**src/rtl/fifo_read_arbiter_if.sv**
```systemverilog
// Handshake bundle between the per-lane FIFO read ports, the shared consumer
// and the round-robin read arbiter. The arbiter connects through the master
// modport; the FIFO/consumer side connects through the slave modport.
interface fifo_read_arbiter_if #(
    parameter int NUM_FIFOS = 4,
    parameter int IDX_WIDTH = $clog2(NUM_FIFOS)
);
    logic [NUM_FIFOS-1:0] empty;
    logic                 ready;
    logic [NUM_FIFOS-1:0] ren;
    logic                 grant_valid;
    logic [IDX_WIDTH-1:0] grant_idx;
    logic                 rd_valid;
    logic [IDX_WIDTH-1:0] rd_idx;

    modport master (
        input  empty, ready,
        output ren, grant_valid, grant_idx, rd_valid, rd_idx
    );

    modport slave (
        output empty, ready,
        input  ren, grant_valid, grant_idx, rd_valid, rd_idx
    );
endinterface

```
**src/rtl/fifo_read_arbiter.sv**
```systemverilog
// Round-robin read arbiter sharing one consumer between NUM_FIFOS FIFOs.
// At most one read enable per cycle; the source tag follows one cycle later.
// Optional build macro FIFO_ARB_BURST_EN: after a grant, stay on the same
// FIFO for up to BURST_LEN consecutive reads before rotating.
module fifo_read_arbiter #(
    parameter int NUM_FIFOS = 4,
    parameter int IDX_WIDTH = $clog2(NUM_FIFOS),
    parameter int BURST_LEN = 4
) (
    input  logic                clk,
    input  logic                rst,
    fifo_read_arbiter_if.master bus
);

    if (NUM_FIFOS < 2 || NUM_FIFOS > 16 || BURST_LEN < 1 || BURST_LEN > 255) begin : g_bad_params
        $error("fifo_read_arbiter: parameter out of range");
    end

    // Returns {found, index} of the first set bit scanning from start with wrap.
    function automatic logic [IDX_WIDTH:0] first_candidate(
        input logic [NUM_FIFOS-1:0] cand,
        input logic [IDX_WIDTH-1:0] start
    );
        logic [IDX_WIDTH:0] res;
        int unsigned        pos;
        res = '0;
        for (int unsigned k = 0; k < NUM_FIFOS; k++) begin
            pos = int'(start) + k;
            if (pos >= NUM_FIFOS) pos = pos - NUM_FIFOS;
            if (!res[IDX_WIDTH] && cand[IDX_WIDTH'(pos)]) res = {1'b1, IDX_WIDTH'(pos)};
        end
        return res;
    endfunction

    logic [IDX_WIDTH-1:0] prio_q, prio_d;
    logic                 rd_valid_q, rd_valid_d;
    logic [IDX_WIDTH-1:0] rd_idx_q, rd_idx_d;
    logic [IDX_WIDTH:0]   pick;
    logic                 arbitrate;
    logic                 gnt_valid;
    logic [IDX_WIDTH-1:0] gnt_idx;
    logic [NUM_FIFOS-1:0] ren;

`ifdef FIFO_ARB_BURST_EN
    typedef enum logic {ARB, LOCK} state_t;
    state_t               state_q, state_d;
    logic [IDX_WIDTH-1:0] lock_idx_q, lock_idx_d;
    logic [7:0]           burst_cnt_q, burst_cnt_d;
`endif

    // Grant selection, next-state computation and read-enable decode.
    always_comb begin
        pick      = first_candidate(~bus.empty, prio_q);
        arbitrate = 1'b1;
        gnt_valid = 1'b0;
        gnt_idx   = '0;
        prio_d    = prio_q;
`ifdef FIFO_ARB_BURST_EN
        state_d     = state_q;
        lock_idx_d  = lock_idx_q;
        burst_cnt_d = burst_cnt_q;
        // A locked FIFO that has run dry releases the lock and falls through
        // to normal arbitration in the same cycle, so no bubble is inserted.
        if (state_q == LOCK) begin
            if (!bus.ready) begin
                arbitrate = 1'b0;
            end else if (!bus.empty[lock_idx_q]) begin
                arbitrate = 1'b0;
                gnt_valid = 1'b1;
                gnt_idx   = lock_idx_q;
                if ({1'b0, burst_cnt_q} + 9'd1 == 9'(BURST_LEN)) begin
                    state_d     = ARB;
                    burst_cnt_d = '0;
                end else begin
                    burst_cnt_d = burst_cnt_q + 8'd1;
                end
            end else begin
                state_d = ARB;
            end
        end
`endif
        if (arbitrate && bus.ready && pick[IDX_WIDTH]) begin
            gnt_valid = 1'b1;
            gnt_idx   = pick[IDX_WIDTH-1:0];
            prio_d    = (gnt_idx == IDX_WIDTH'(NUM_FIFOS - 1)) ? '0 : gnt_idx + 1'b1;
`ifdef FIFO_ARB_BURST_EN
            if (BURST_LEN > 1) begin
                state_d     = LOCK;
                lock_idx_d  = gnt_idx;
                burst_cnt_d = 8'd1;
            end
`endif
        end
        rd_valid_d = gnt_valid;
        rd_idx_d   = gnt_idx;
        ren        = '0;
        if (gnt_valid) ren[gnt_idx] = 1'b1;
    end

    // State registers; reset overrides any grant in the same cycle.
    always_ff @(posedge clk) begin
        if (rst) begin
            prio_q      <= '0;
            rd_valid_q  <= 1'b0;
            rd_idx_q    <= '0;
`ifdef FIFO_ARB_BURST_EN
            state_q     <= ARB;
            lock_idx_q  <= '0;
            burst_cnt_q <= '0;
`endif
        end else begin
            prio_q      <= prio_d;
            rd_valid_q  <= rd_valid_d;
            rd_idx_q    <= rd_idx_d;
`ifdef FIFO_ARB_BURST_EN
            state_q     <= state_d;
            lock_idx_q  <= lock_idx_d;
            burst_cnt_q <= burst_cnt_d;
`endif
        end
    end

    assign bus.ren         = ren;
    assign bus.grant_valid = gnt_valid;
    assign bus.grant_idx   = gnt_idx;
    assign bus.rd_valid    = rd_valid_q;
    assign bus.rd_idx      = rd_idx_q;

endmodule

```
**src/flat_wrapper.sv**
```systemverilog
// flat-port wrapper written by rule: the top's interface ports become plain ports
module fifo_read_arbiter_flat 
#(
    parameter int NUM_FIFOS = 4,
    parameter int IDX_WIDTH = $clog2(NUM_FIFOS),
    parameter int BURST_LEN = 4
)
  (clk, rst, bus_empty, bus_ready, bus_ren, bus_grant_valid, bus_grant_idx, bus_rd_valid, bus_rd_idx);
  fifo_read_arbiter_if #(.NUM_FIFOS(NUM_FIFOS), .IDX_WIDTH(IDX_WIDTH)) bus_i ();
  input  logic clk;
  input  logic rst;
  input wire logic [$bits(bus_i.empty)-1:0] bus_empty;
  input wire logic [$bits(bus_i.ready)-1:0] bus_ready;
  output wire logic [$bits(bus_i.ren)-1:0] bus_ren;
  output wire logic [$bits(bus_i.grant_valid)-1:0] bus_grant_valid;
  output wire logic [$bits(bus_i.grant_idx)-1:0] bus_grant_idx;
  output wire logic [$bits(bus_i.rd_valid)-1:0] bus_rd_valid;
  output wire logic [$bits(bus_i.rd_idx)-1:0] bus_rd_idx;
  assign bus_i.empty = bus_empty;
  assign bus_i.ready = bus_ready;
  assign bus_ren = bus_i.ren;
  assign bus_grant_valid = bus_i.grant_valid;
  assign bus_grant_idx = bus_i.grant_idx;
  assign bus_rd_valid = bus_i.rd_valid;
  assign bus_rd_idx = bus_i.rd_idx;
  fifo_read_arbiter #(.NUM_FIFOS(NUM_FIFOS), .IDX_WIDTH(IDX_WIDTH), .BURST_LEN(BURST_LEN)) u_core (.clk(clk), .rst(rst), .bus(bus_i));
endmodule
```
**config.mk**
```make
export PLATFORM = sky130hd
export DESIGN_NAME = fifo_read_arbiter_flat
export DESIGN_NICKNAME = d
export VERILOG_FILES = /design/src/rtl/fifo_read_arbiter_if.sv /design/src/rtl/fifo_read_arbiter.sv /design/src/flat_wrapper.sv
export SDC_FILE = /design/constraint.sdc
export NUM_CORES = 1
export LEC_CHECK = 0
export BUFFER_PORTS_ARGS = -buffer_cell sky130_fd_sc_hd__buf_2
export CAP_MARGIN = 20
export CORE_AREA = 4 4 41 43
export CTS_CLUSTER_DIAMETER = 60
export DETAILED_ROUTE_END_ITERATION = 8
export DIE_AREA = 0 0 45 47
export GPL_ROUTABILITY_DRIVEN = 0
export GPL_TIMING_DRIVEN = 0
export PLACE_DENSITY = 0.49
export SYNTH_ARGS = -nofsm -noshare
export SYNTH_HDL_FRONTEND = slang
export SYNTH_SLANG_ARGS = --single-unit
```
**constraint.sdc**
```tcl
create_clock -name clk -period 3 [get_ports clk]
set_input_delay 0.3 -clock clk [delete_from_list [all_inputs] [get_ports clk]]
set_output_delay 0.3 -clock clk [all_outputs]
set_load 0.02 [all_outputs]
```
==> metrics.md, run 1 <==
| Metric | Value |
|---|---|
| Rel. slew slack | `0.745` |
| I/O pins | `17` |
| Die area | `approximately 0.0021 sq mm` |
| Clk sink count | `5` |
| Critical Path End Type | `output pin` |
| Top-count cell post-synth | `nor2_1` |
| Synth warn | `0` |
| Sw Share | `0.324` |
| Period utilization | `0.670` |
| Die Y | `47 microns` |
| Sw Pwr | `between 0.07 and 0.08 mW` |
| Worst-path clk slew | `0.05 ns` |
| Crit-path cells | `mux2_4, o221ai_2, nor2_1, and2_2, buf_2` |
| Placed wire-length estimate | `roughly 580 microns` |
| DR top layer | `met4` |
| DR pass1 iterations | `2` |
| CP max stage delay | `between 0.4 and 0.5 ns` |
| Post-CTS sizing | `0` |
| Gr usage total | `0.0736` |
| CTS Buffer Depth | `2` |
| Num CTS Buffers | `3` |
| Met3 wire len | `approximately 48 microns` |
| Hold_buf cts | `0` |
| Leakage | `0.193 nW` |
| DRC Markers | `0` |
| Worst clock skew | `between 0.003 and 0.004 ns` |
| Metal1 wirelength | `336 microns` |
| Pwr Density | `537 mW/mm^2` |
| Data arrival, critical path | `1.71 ns` |
| Hold Path Class | `primary input to flip-flop` |
| RSZ-0062 raised after global routing | `no` |
| Synth unique cells | `17` |
| Worst R2R Setup Slack | `1.54 ns` |
| Family with the most delay on the worst path | `flip-flops` |
| Root cell of the clock tree | `clkbuf_4` |
| Async set-reset flop share out of synthesis | `0` |
| Syn Area/Cell | `9.12 sq um` |
| R2R Path Start | `u_core.prio_q[1]$_SDFFE_PP0P_` |
| VDD IR max | `0.158 mV` |
| Max_cap viols | `0` |
| Top post-synthesis cells by area | `dfxtp_1 (35%), o221ai_2 (11%), nor2_1 (8.0%)` |
| Synthesis-to-layout area growth | `44.2%` |
| Cell taking the most area after synthesis | `dfxtp_1` |
| Ys flop type | `dfxtp_1` |
| Met2 WL | `roughly 320 microns` |
| Levels on crit path | `5` |
| Grt total ovfl | `0` |
| Die W | `45 microns` |
| Row count | `13` |
| Synth top area share | `0.354` |
| Pins Over Slew Limit | `0` |
| Clk network pwr share | `0.360` |
| Seq pwr share | `0.351` |
| Worst slew pin tran | `0.380 ns` |
| Starting DRT DRC Count | `3` |
| Clock latency at the later pin of the worst-skew pair | `0.24 ns` |
| Logic pwr share | `0.289` |
| CTS tree | `done` |
| Setup violations, final | `0` |
| Largest net degree at the start of global routing | `8` |
| Htree depth | `1` |
| Syn Std Cell Area | `around 280 sq um` |
| Crit-path slowest cell | `dfxtp_1` |
| I/O Buffers | `16` |
| Worst EP required | `approximately 2.7 ns` |
| Synth Instances | `31` |
| Antenna Nets Post-Route | `0` |
| FF-to-FF End | `u_core.prio_q[1]$_SDFFE_PP0P_` |
| Initial antenna violation count | `0` |
| Setup_tns | `0 ns` |
| Worst Min Path Start | `rst` |
| Number of global-route vias before repair | `254` |
| Power, Total | `between 0.2 and 0.25 mW` |
| Hold Path Cell Cnt | `2` |
| Crit path launch | `u_core.prio_q[1]$_SDFFE_PP0P_` |
| First-pass GRT wire length | `roughly 1100 microns` |
| Net Count, Synth | `38` |
| Final count of hold timing violations | `0` |
| ANT cells | `0` |
| Most frequent cells after synthesis | `nor2_1 (6), dfxtp_1 (5), nor3_1 (4), o21ai_1 (2), o221ai_2 (2)` |
| Postcts setup bufs | `0` |
| Setup Crit Path Kind | `flip-flop to output pin` |
| Core ar. | `0.00130 sq mm` |
| Post-Route WL | `around 720 microns` |
| Int Pwr | `0.148 mW` |
| Initial Utilization | `0.217` |
| Number of synthesized flops with an enable pin | `0` |
| Maximum clock rate | `0.497 GHz` |
| Worst reg2reg path depth | `4` |
| Worst Path Max Fanout | `5` |
| Layout cell share with drive strength beyond 1 | `0.529` |
| Post-synthesis sequential area ratio | `0.354` |
| Run status | `finished, final reports clean` |
| Hold slack | `0.291 ns` |
| Vias | `298` |
| Tmin final | `2.01 ns` |
| WP buf/inv | `1` |
| FF+latch count, synth | `5` |
| Routed vias/inst | `4.52` |
| Critical Path Start Type | `flip-flop` |
| DR WL/cell | `about 11 microns` |
| Final net count | `between 50 and 60` |
| Worst Setup EP | `bus_ren[1]` |
==> cell families (layout without fill, tap and decap cells) <==
group,count (synthesis),after routing,synth area share
simple gates,19,19,0.412
compound gates,5,5,0.168
buf+inv,1,21,0.0133
flops,5,5,0.354
mux,1,1,0.0531
==> worst min path at each step <==
stage	endpoint	slack [ns]
floorplan	u_core.prio_q[1]$_SDFFE_PP0P_	0.37
global placement	u_core.bus.rd_valid$_SDFF_PP0_	0.55
detailed placement	u_core.bus.rd_valid$_SDFF_PP0_	0.55
CTS	u_core.bus.rd_valid$_SDFF_PP0_	0.29
global route	u_core.prio_q[1]$_SDFFE_PP0P_	0.31
finish	u_core.prio_q[1]$_SDFFE_PP0P_	0.29
==> sequential cells by signal, indices dropped and copies added (netlist names) <==
signal               cells
u_core.bus.rd_idx        2
u_core.prio_q            2
u_core.bus.rd_valid      1
==> power by group through the flow <==
stage / logic (mW) / clock network, mW / registers (mW)
finish: 0.0633 / 0.0789 / 0.0769
global route: 0.0693 / 0.0830 / 0.0776
CTS: 0.0647 / 0.0825 / 0.0770
detailed placement: 0.0645 / 0 / 0.0783
global placement: 0.0640 / 0 / 0.0781
floorplan: 0.0401 / 0 / 0.0802
==> cell usage in the layout (no fill, tap or decap), types with 2 or more instances in the layout <==
master / synthesis / routed
buf_2: 0 / 16
dfxtp_1: 5 / 5
o221ai_2: 2 / 2
nor3_1: 4 / 4
nor2_1: 6 / 6
o21ai_1: 2 / 2
clkbuf_4: 0 / 3
==> layout make-up <==
class | count | area [sq um]
Fill cell | 155 | 893
Multi-Input combinational cell | 25 | 179
Sequential cell | 5 | 100
Timing Repair Buffer | 16 | 80.1
Clock buffer | 4 | 26.3
Tap cell | 15 | 18.8
Inverter | 1 | 3.75
==> routing by layer <==
metal  up-vias  GRT usage
li1        152          -
met1       132      0.100
met2        12     0.0960
met3         2          0
met4         0     0.0877
met5         -          0
==> stage by stage <==
step           setup WS, ns  area (sq um)  instances   util
6_report              0.990           408         66  0.313
4_1_cts               0.966           408         66  0.313
2_1_floorplan          1.30           283         31      -
3_3_place_gp           1.23           382         62  0.293
3_5_place_dp           1.24           382         62  0.293
5_1_grt               0.892           408         66  0.313
Note: power is estimated with default switching activity, not from simulation.
==> inputs of run 2 (changes only) <==
- ABC_AREA: default -> 1
- PLACE_DENSITY: 0.49 -> 0.67
- clock period: 3 -> 2 ns (I/O delays scaled with it)
==> metrics.md, run 2 <==
| Metric | Value |
|---|---|
| Most frequent cells after synthesis | `nand2_1 (24), nand2_2 (14), inv_1 (12), nor2_1 (8)` |
| Pwr Density | `1260 mW/mm^2 (+130%)` |
| DRC Markers | `0 (unchanged)` |
| Htree depth | `1 (unchanged)` |
| I/O Buffers | `16 (unchanged)` |
| Sw Share | `0.487 (+0.163)` |
| Synth Area in Adders | `0 (unchanged)` |
| Placed Cells | `115 (+85%)` |
| Post-Route WL | `1580 microns (+120%)` |
| Synth Instances | `84 (+170%)` |
| Hold_buf cts | `0 (unchanged)` |
| DR WL/cell | `11.4 microns (+5.1%)` |
| Pins Over Slew Limit | `0 (unchanged)` |
| Gr usage total | `0.150 (+0.0765)` |
| Rel. slew slack | `0.823 (+0.0785)` |
| DR pass1 iterations | `4 (+2)` |
| Top-count cell post-synth | `nand2_1` |
| I/O pins | `17 (unchanged)` |
| Num CTS Buffers | `3 (unchanged)` |
| Worst-path clk slew | `0.04 ns (about the same)` |
| Placed wire-length estimate | `855 microns (+48%)` |
| Largest net degree at the start of global routing | `7 (-1)` |
| Clock latency at the later pin of the worst-skew pair | `0.23 ns (about the same)` |
| Worst EP required | `1.80 ns (-0.90 ns)` |
| Setup violations, final | `2 (+2)` |
| CTS Buffer Depth | `2 (unchanged)` |
| Failing checks | `setup timing` |
| Clk network pwr share | `0.103 (-0.257)` |
| Synth unique cells | `18 (+1)` |
| Leakage | `0.491 nW (+150%)` |
| Synth Area in Compound Gates | `0.0663 (-0.102)` |
| Synth warn | `0 (unchanged)` |
| Run status | `finished with violations` |
| Syn Area/Cell | `6.06 sq um (-34%)` |
| Die Y | `47 microns (unchanged)` |
| Main combinational cell family by area after synthesis | `simple AND/OR/NAND/NOR gates` |
| Leading cell type in the layout, fill and taps excluded | `buf_4` |
| Post-synthesis sequential area ratio | `0.197 (-0.157)` |
| Vias | `666 (+120%)` |
| Setup ws final | `-0.0562 ns (-1.05 ns)` |
| Critical Path Start Type | `flip-flop` |
| ANT cells | `0 (unchanged)` |
| Clk sink count | `5 (unchanged)` |
| First-pass GRT wire length | `2370 microns (+120%)` |
| Setup Crit Path Kind | `flip-flop to output pin` |
| Root cell of the clock tree | `clkbuf_4` |
| Logic pwr share | `0.763 (+0.474)` |
| Initial Utilization | `0.391 (+0.174)` |
| Syn Std Cell Area | `509 sq um (+80%)` |
| Seq pwr share | `0.134 (-0.217)` |
| Finished Cell Area | `867 sq um (+110%)` |
| Number of synthesized flops with an enable pin | `0 (unchanged)` |
| Most frequent cells in the layout | `buf_4 (19), nand2_2 (18), nand2_1 (15)` |
| Setup_tns | `-0.0661 ns (-0.0661 ns)` |
| Initial antenna violation count | `0 (unchanged)` |
| RSZ-0062 raised after global routing | `yes` |
| VDD IR max | `0.694 mV (+340%)` |
| Antenna Nets Post-Route | `0 (unchanged)` |
| FF+latch count, synth | `5 (unchanged)` |
| Synthesis-to-layout area growth | `70.3%` |
| Row count | `13 (unchanged)` |
| Hold slack | `0.181 ns (-0.111 ns)` |
| Power, Total | `1.09 mW (+400%)` |
| Cell taking the most area after synthesis | `dfxtp_1` |
| Die area | `0.00212 sq mm (unchanged)` |
| Starting DRT DRC Count | `21 (+18)` |
| Routed vias/inst | `4.83 (+6.9%)` |
| CTS tree | `done` |
| Top post-synthesis cells by area | `dfxtp_1 (20%), nand2_1 (18%), nand2_2 (17%)` |
| Xor and xnor fraction of the mapped netlist area | `0 (unchanged)` |
| Async set-reset flop share out of synthesis | `0 (unchanged)` |
| Hold Path Class | `primary input to flip-flop` |
| Tmin final | `2.06 ns` |
| Area after DPL | `608 sq um (+59%)` |
| Synth Area in Simple Gates | `0.590 (+0.178)` |
| Final net count | `131 (+120%)` |
| Ys flop type | `dfxtp_1` |
| Final cell count without fillers | `138 (+110%)` |
| Sw Pwr | `0.532 mW (+650%)` |
| Post-synthesis mux area share | `0 (-0.0531)` |
| Critical Path End Type | `output pin` |
| Number of global-route vias before repair | `536 (+110%)` |
| Period utilization | `1.03` |
| Worst clock skew | `0.00287 ns (-0.000695 ns)` |
| Maximum clock rate | `0.486 GHz` |
| Layout cell share with drive strength beyond 1 | `0.650 (+0.121)` |
| Data arrival, critical path | `1.86 ns (+0.15 ns)` |
| Max_cap viols | `0 (unchanged)` |
| Synth top area share | `0.197 (-0.157)` |
| Core ar. | `0.00130 sq mm (unchanged)` |
| Die W | `45 microns (unchanged)` |
| Int Pwr | `0.560 mW (+280%)` |
| Grt total ovfl | `0 (unchanged)` |
| Worst Path Max Fanout | `6 (+1)` |
| Final Util | `0.666 (+0.353)` |
| Worst slew pin tran | `0.264 ns (-0.116 ns)` |
| Pre-CTS setup slack | `0.176 ns (-1.06 ns)` |
| Final count of hold timing violations | `0 (unchanged)` |
| Net Count, Synth | `91 (+140%)` |
==> run 2: changes by cell type after synthesis, moves of 2 or more <==
cell,change
nor3_1,-3
nor2_1,+2
nor2_4,+2
nand3_1,+5
nand2_1,+23
nand2_2,+13
inv_2,+2
inv_1,+11
o221ai_2,-2
o21ai_1,-2
a21oi_1,+2
==> run 2: layer usage <==
layer	share of wire	vias up	track usage	routed length, microns
met5	0	-	0	0
met4	0.019	0	0.0175	30
met3	0.037	4	0.0268	59
met2	0.55	19	0.280	873
met1	0.39	310	0.184	612
li1	-	333	-	-
==> run 2: repair_timing <==
action / 4_1_cts / 5_1_grt
pin swaps: 10 / 13
endpoints found under the setup margin: 2 / 8
setup buffers: 14 / 4
resized for setup: 20 / 15
gates cloned: 1 / 0
==> run 2: critical path, cell delays in order (launching register included) <==
cell,delay [ns]
dfxtp_2,0.33
buf_6,0.13
inv_8,0.07
nand2_1,0.06
nand2_2,0.09
nand2_1,0.11
nand2_4,0.11
nand2_4,0.05
o21ai_4,0.24
buf_6,0.16
nor2_4,0.04
inv_2,0.06
nor2_1,0.04
buf_4,0.14
==> run 2: area by class of cell <==
class,count,area (sq um)
plain buffers,1,11.3
repair buffers,35,248
flip-flops and latches,5,103
inverters,15,63.8
multi-input cells,63,397
fillers,124,434
well taps,15,18.8
clock buffers,4,26.3
==> run 2: worst paths after layout <==
path                                                     from                               to  slack (ns)  cells after the start
worst max-delay path            u_core.prio_q[0]$_SDFFE_PP0P_                       bus_ren[3]       -0.06                     13
worst min-delay path                                      rst   u_core.bus.rd_valid$_SDFF_PP0_        0.18                      2
worst max register to register  u_core.prio_q[0]$_SDFFE_PP0P_  u_core.bus.rd_idx[1]$_SDFF_PP0_        0.04                     16
worst min register to register  u_core.prio_q[1]$_SDFFE_PP0P_    u_core.prio_q[1]$_SDFFE_PP0P_        0.66                      4
==> run 2: cells by family (layout without fill, tap and decap cells) <==
logic type,Yosys count,after routing
AO/OA/AOI/OAI,4,4
buffers and inverters,16,55
flip-flops,5,5
AND/OR/NAND/NOR,59,59
==> run 2: power groups by stage <==
| stage | combinational [mW] | clock [mW] | sequential (mW) |
|---|---|---|---|
| final | 0.833 | 0.112 | 0.146 |
| after detailed placement | 0.535 | 0 | 0.140 |
| after global routing | 0.904 | 0.124 | 0.148 |
| after global placement | 0.525 | 0 | 0.141 |
| after CTS | 0.700 | 0.114 | 0.143 |
| after floorplan | 0.414 | 0 | 0.149 |
==> inputs of run 3 (changes only) <==
- BUFFER_PORTS_ARGS: -buffer_cell sky130_fd_sc_hd__buf_2 -> -buffer_cell sky130_fd_sc_hd__buf_4
- CORE_AREA: 4 4 41 43 -> 2 2 39 41
- DIE_AREA: 0 0 45 47 -> 0 0 41 43
==> metrics.md, run 3 (synthesis results as in run 2) <==
| Metric | Value |
|---|---|
| RSZ-0062 raised after global routing | `yes` |
| Setup ws final | `-0.0155 ns (+0.0407 ns)` |
| CTS Buffer Depth | `2 (unchanged)` |
| Worst Min Path Start | `rst` |
| Antenna Nets Post-Route | `0 (unchanged)` |
| Failing checks | `setup timing` |
| Die Y | `43 microns (-8.5%)` |
| Final net count | `122 (-6.9%)` |
| First-pass GRT wire length | `1710 microns (-28%)` |
| Run status | `finished with violations` |
| Grt total ovfl | `0 (unchanged)` |
| DR pass1 iterations | `4 (unchanged)` |
| Setup violations, final | `4 (+2)` |
| Leading cell type in the layout, fill and taps excluded | `buf_4` |
| Initial Utilization | `0.368 (-0.0234)` |
| Placed wire-length estimate | `773 microns (-9.5%)` |
| Worst EP required | `1.80 ns (about the same)` |
| Setup Crit Path Kind | `flip-flop to output pin` |
| Htree depth | `1 (unchanged)` |
| Tmin final | `2.02 ns (-0.0407 ns)` |
| DR WL/cell | `10.2 microns (-10%)` |
| Final Util | `0.597 (-0.0696)` |
| Routed vias/inst | `4.72 (-2.1%)` |
| Power, Total | `0.992 mW (-9.2%)` |
| Seq. cell area | `103 sq um (unchanged)` |
| Die W | `41 microns (-8.9%)` |
| ANT cells | `0 (unchanged)` |
| Worst-path clk slew | `0.04 ns (about the same)` |
| Crit path launch | `u_core.prio_q[0]$_SDFFE_PP0P_` |
| I/O pins | `17 (unchanged)` |
| R2R Path Start | `u_core.prio_q[0]$_SDFFE_PP0P_` |
| Post-Route WL | `1330 microns (-15%)` |
| Period utilization | `1.01 (-0.0203)` |
| Synthesis-to-layout area growth | `62.2%` |
| Hold_buf cts | `0 (unchanged)` |
| Initial antenna violation count | `0 (unchanged)` |
| Die area | `0.00176 sq mm (-17%)` |
| Num CTS Buffers | `3 (unchanged)` |
| Setup_tns | `-0.0288 ns (+0.0373 ns)` |
| Worst clock skew | `0.00157 ns (-0.00130 ns)` |
| Finished Cell Area | `826 sq um (-4.8%)` |
| Core ar. | `0.00138 sq mm (+6.3%)` |
| Number of global-route vias before repair | `452 (-16%)` |
| DRC Markers | `0 (unchanged)` |
| Largest net degree at the start of global routing | `10 (+3)` |
| Rel. slew slack | `0.849 (+0.0253)` |
| Clock latency at the later pin of the worst-skew pair | `0.23 ns (about the same)` |
| Critical Path End Type | `output pin` |
| Starting DRT DRC Count | `15 (-29%)` |
| Pwr Density | `1200 mW/mm^2 (-4.6%)` |
| Maximum clock rate | `0.496 GHz (+2.0%)` |
| Area of the multi-input gates | `388 sq um (-2.2%)` |
| Max_cap viols | `0 (unchanged)` |
| Layout cell share with drive strength beyond 1 | `0.596 (-0.0539)` |
| Data arrival, critical path | `1.82 ns (-0.04 ns)` |
| Hold Path Cell Cnt | `2 (unchanged)` |
| Gr usage total | `0.132 (-0.0179)` |
| Worst reg2reg path depth | `16 (unchanged)` |
| Worst slew pin tran | `0.226 ns (-0.0378 ns)` |
| Root cell of the clock tree | `clkbuf_4` |
| Area after DPL | `649 sq um (+6.8%)` |
| Hold Path Class | `primary input to flip-flop` |
| Pins Over Slew Limit | `0 (unchanged)` |
| Leakage | `0.450 nW (-8.3%)` |
| Final count of hold timing violations | `0 (unchanged)` |
| I/O Buffers | `16 (unchanged)` |
| Most frequent cells in the layout | `buf_4 (21), nand2_2 (18), nand2_1 (17)` |
| VDD IR max | `0.519 mV (-25%)` |
| # fillers | `129 (+4.0%)` |
| Clk sink count | `5 (unchanged)` |
| Worst Path Max Fanout | `6 (unchanged)` |
| Vias | `614 (-7.8%)` |
| CTS tree | `done` |
| Critical Path Start Type | `flip-flop` |
| Row count | `14 (+1)` |
## run 3: changes by cell type in the layout (fill, tap and decap cells not counted), moves of 2 or more
| cell | change |
|---|---|
| nand2_4 | -2 |
| buf_4 | +2 |
| inv_1 | +2 |
| nand2_1 | +2 |
| inv_2 | -2 |
| buf_2 | -11 |
| buf_6 | -2 |
## run 3: final cells by class
class                   instances  share of cell area
inverters                      15              0.0833
repair buffers                 25               0.238
plain buffers                   1              0.0182
repair inverters                1              0.0106
clock buffers                   4              0.0318
multi-input cells              63               0.470
flip-flops and latches          5               0.124
well taps                      16              0.0242
## run 3: timing repair
action,4_1_cts,5_1_grt
setup endpoints to repair,2,6
cloned,0,2
pin swaps,2,7
resized for setup,2,22
setup buffers,3,5
## run 3: through the flow
stage	setup slack, ns	hold slack, ns	cells
3_5_place_dp	0.190	0.404	116
4_1_cts	-0.0138	0.158	123
5_1_grt	-0.125	0.160	130
3_3_place_gp	0.205	0.402	116
2_1_floorplan	0.117	0.272	84
6_report	-0.0155	0.162	130
## run 3: report_power, final
group / switching [mW] / total (mW) / internal, mW
logic: 0.438 / 0.734 / 0.295
clock network: 0.0357 / 0.111 / 0.0751
registers: 0.0224 / 0.147 / 0.125
## run 3: worst max-delay path, stage by stage (launching register included)
cell and delay (ns):
dfxtp_2 0.34, buf_8 0.15, clkinv_8 0.06, nand2_2 0.07, nand2_4 0.06, nand2_2 0.08, nand2_4 0.07, nand2_2 0.07
nand2_1 0.06, nand2_2 0.07, nand2_2 0.06, nor2_4 0.19, inv_2 0.05, nor2_1 0.10, buf_4 0.14
## run 3: worst paths after layout
kind / to / slack [ns]
min: u_core.bus.rd_valid$_SDFF_PP0_ / 0.16
min reg2reg: u_core.prio_q[1]$_SDFFE_PP0P_ / 0.63
max reg2reg: u_core.prio_q[1]$_SDFFE_PP0P_ / 0.26
max: bus_ren[3] / -0.02
## run 3: per-layer routing
metal	part of all wire	GRT usage	wire (microns)	vias up
li1	-	-	-	319
met1	0.42	0.207	561	276
met2	0.53	0.181	712	15
met3	0.021	0.0157	28	4
met4	0.022	0.0400	29	0
met5	0	0	0	-
